$ cat src/rtl/viterbi_ber_checker_history.sv
// Reference-bit history shift register with an offset mux.
// bit_out is combinational from pre-shift state; the shift lands one cycle later.
module ber_history #(
  parameter int DEPTH = 32,
  parameter int SEL_W = $clog2(DEPTH)
) (
  input  logic             clk,
  input  logic             rst,
  input  logic             shift_en,
  input  logic             bit_in,
  input  logic [SEL_W-1:0] sel,
  output logic             bit_out
);

  logic [DEPTH-1:0] hist;

  always_ff @(posedge clk or negedge rst) begin
    if (!rst) begin
      hist <= '0;
    end else if (shift_en) begin
      hist <= {hist[DEPTH-2:0], bit_in};
    end
  end

  assign bit_out = hist[sel];

endmodule

$ cat config.mk
export PLATFORM = sky130hd
export DESIGN_NAME = ber_history
export DESIGN_NICKNAME = d
export VERILOG_FILES = /design/src/rtl/viterbi_ber_checker_history.sv
export SDC_FILE = /design/constraint.sdc
export NUM_CORES = 1
export LEC_CHECK = 0
export BUFFER_PORTS_ARGS = -buffer_cell sky130_fd_sc_hd__buf_2
export CORE_ASPECT_RATIO = 0.6
export CORE_MARGIN = 5
export CORE_UTILIZATION = 45
export DETAILED_ROUTE_END_ITERATION = 6
export GPL_ROUTABILITY_DRIVEN = 0
export GPL_TIMING_DRIVEN = 0
export HOLD_SLACK_MARGIN = 0.06
export PLACE_DENSITY = 0.72
export REMOVE_ABC_BUFFERS = 1
export SLEW_MARGIN = 5
export SYNTH_ARGS = -nofsm -noshare
export SYNTH_HDL_FRONTEND = slang
export SYNTH_SLANG_ARGS = --single-unit
$ cat constraint.sdc
create_clock -name clk -period 1.7 [get_ports clk]
set_clock_uncertainty 0.15 [all_clocks]
set_input_delay 0.255 -clock clk [delete_from_list [all_inputs] [get_ports clk]]
set_output_delay 0.255 -clock clk [all_outputs]
set_load 0.1 [all_outputs]
==> metrics.cfg <==
[route]
finalWirelength_um = 2630
post_drt_wl_per_cell_um = 15.6
drtIter0Drc = 38
drcViolationCount = 0
viasPerCell = 5.16
first_pass_iters = 4
vias = 872
ant_nets = 0

[setup_path]
cp-start-kind = flop
worst-path-max-fanout = 2
worstSetupEndpointType = output port
reg2regPathDepth = 2
r2r_slack_ns = 0.63
worstReg2RegEnd = hist[29]
worst-setup-path-type = flop to output port
critPathArrivalTime_ns = 1.63
crit_required_ns = 1.29
r2r_start = hist[29]

[floorplan]
fp.dieW_um = 84.7
initial_core_util_pct = 46.4
rows = 16
ios = 10
die_area_sq_mm = 0.00464
die_y_um = 54.8
core_area_sq_mm = 0.00324

[timing]
period_minus_slack_ns = 2.03
hold_violations = 0
clock.fmax_ghz = 0.492
setup_viol = 1
hold_ws_ns = 0.0652
slew_headroom_pct = 52.6
maxSlewViolCount = 0
tightest_slew_ns = 0.711
fin_ws_ns = -0.333
rsz0062_at_grt = true
final.period_utilization_pct = 120

[min_path]
hold_end = hist[0]
holdPathStages = 2
min_from = bit_in
hp-class = primary input to flop

[layout]
post-route-util_pct = 52.3
multiInputGateArea_sq_um = 654
diodes = 0
nNetsFinal = 132
fillCellCount = 284
final_layout_size_suffix_gt1_share_pct = 38.7
area_growth_pct = 12.7
register_area_sq_um = 801
stdcell_count = 169
regMostFlops = hist
largestRegisters = hist (32)
largest_reg_flops = 32

[outcome]
outcome = finished with violations
violations = setup timing

[synthesis]
synthCells = 109
synth_area_leader_cell = dfrtp_1
synth.avg_cell_area_sq_um = 13.8
synth_area_leaders = dfrtp_1 (53%), mux2_2 (22%), mux2i_1 (11%), a22oi_1 (2.0%), mux2_1 (1.5%)
netlist_top_cells_count = dfrtp_1 (32), mux2_2 (30), mux2i_1 (16)
post-synth-top-area-fraction_pct = 53.2
synth_edf_count = 0
netlist_area_sq_mm = 0.00151
ys_seq_elements = 32
synth_ff_type = dfrtp_1
ys_warn_count = 0
synthDistinctLibCells = 20
seq_area_frac_synth_pct = 53.2
async_flop_share_pct = 100
synth_most_common_cell = dfrtp_1

[global_route]
grt_util_met3_pct = 4.96
grt_use_total_pct = 12.9
grt_pass1_vias = 905
grt_pass1_wl_um = 4360
antenna_found_initial = 0
gr-usage-met2_pct = 19.4
grt.busiest_layer = met2
use_met1_pct = 16.9
grt_max_degree = 33
globalRoute.totalOverflow = 0

[clock_tree]
worstSkewPairLatency_ns = 0.27
clock-sinks = 32
cts_tree = built
htree_num_levels = 2
cts.path.max_buffers = 2
path_clk_slew_ns = 0.06
root_buffer = clkbuf_8
cts_made_buffers = 5

[placed_design]
io_buffer_count = 9
dp_cells = 157
hpwlAfterDp_um = 1860

[power]
p_per_area_mw_per_mm2 = 1480
p_leak_nw = 0.787
power_mw = 2.50
peakVddDrop_v = 0.000759

[flow_run]
maxCapViolations = 0

[area by class of cell]
type	instances	area share [%]
Multi-Input combinational cell	71	38.6
Tap cell	45	3.32
Timing Repair Buffer	13	5.60
Clock buffer	8	5.31
Sequential cell	32	47.2
[power breakdown]
part,switching [mW],internal (mW)
logic,0.267,0.389
registers,0.215,1.06
clock network,0.244,0.329
[repair_timing]
action / CTS / global route
endpoints found under the setup margin: 1 / 1
pin swaps: 5 / 1
gates resized for setup: 5 / 0
setup buffers: 3 / 0
hold buffers: 1 / 0
hold endpoints to repair: 32 / 0
[logic make-up after synthesis]
group,share of synthesized area (%)
multiplexers,34.6
flip-flops,53.2
AND/OR/NAND/NOR,4.74
AO/OA/AOI/OAI,4.16
buffers and inverters,3.32
[per-stage QoR]
step,area (sq um),TNS [ns],setup slack (ns)
6_report,1700,-0.333,-0.333
5_1_grt,1700,-0.402,-0.402
4_1_cts,1700,-0.333,-0.333
3_5_place_dp,1560,-0.619,-0.619
3_3_place_gp,1560,-0.534,-0.534
2_1_floorplan,1460,-0.351,-0.351
[cell usage in the layout, fill, tap and decap left out, drive strengths merged]
| master | Yosys | layout |
|---|---|---|
| buf | 5 | 12 |
| nand4b | 1 | 1 |
| and2 | 1 | 1 |
| a311o | 1 | 1 |
| mux2 | 32 | 32 |
| clkbuf | 1 | 8 |
| nand3 | 2 | 2 |
| dlygate4sd3 | 0 | 1 |
| nor2b | 1 | 1 |
| nor2 | 1 | 1 |
| nand2 | 6 | 6 |
| a21oi | 3 | 3 |
| a22oi | 4 | 4 |
| a211oi | 1 | 1 |
| and2b | 1 | 1 |
| mux2i | 16 | 16 |
| nand2b | 1 | 1 |
| dfrtp | 32 | 32 |
[worst max-delay path, cell delays in order, from the launching register on]
cell     delay [ns]
dfrtp_1        0.39
mux2i_1        0.20
a22oi_1        0.09
nand3_1        0.08
nand2_1        0.05
a311o_1        0.35
buf_12         0.18
[metal layers]
layer / part of all wire, % / vias up
li1: - / 428
met1: 50 / 429
met2: 45 / 11
met3: 4.0 / 4
met4: 0.88 / 0
met5: 0 / -
[worst max path at each step]
stage | startpoint | endpoint | slack [ns]
2_1_floorplan | sel[2] | bit_out | -0.35
3_3_place_gp | sel[1] | bit_out | -0.53
3_5_place_dp | sel[1] | bit_out | -0.62
4_1_cts | hist[19] | bit_out | -0.33
5_1_grt | hist[14] | bit_out | -0.40
6_report | hist[31] | bit_out | -0.33
No activity file was read; power rests on OpenSTA's default activity.
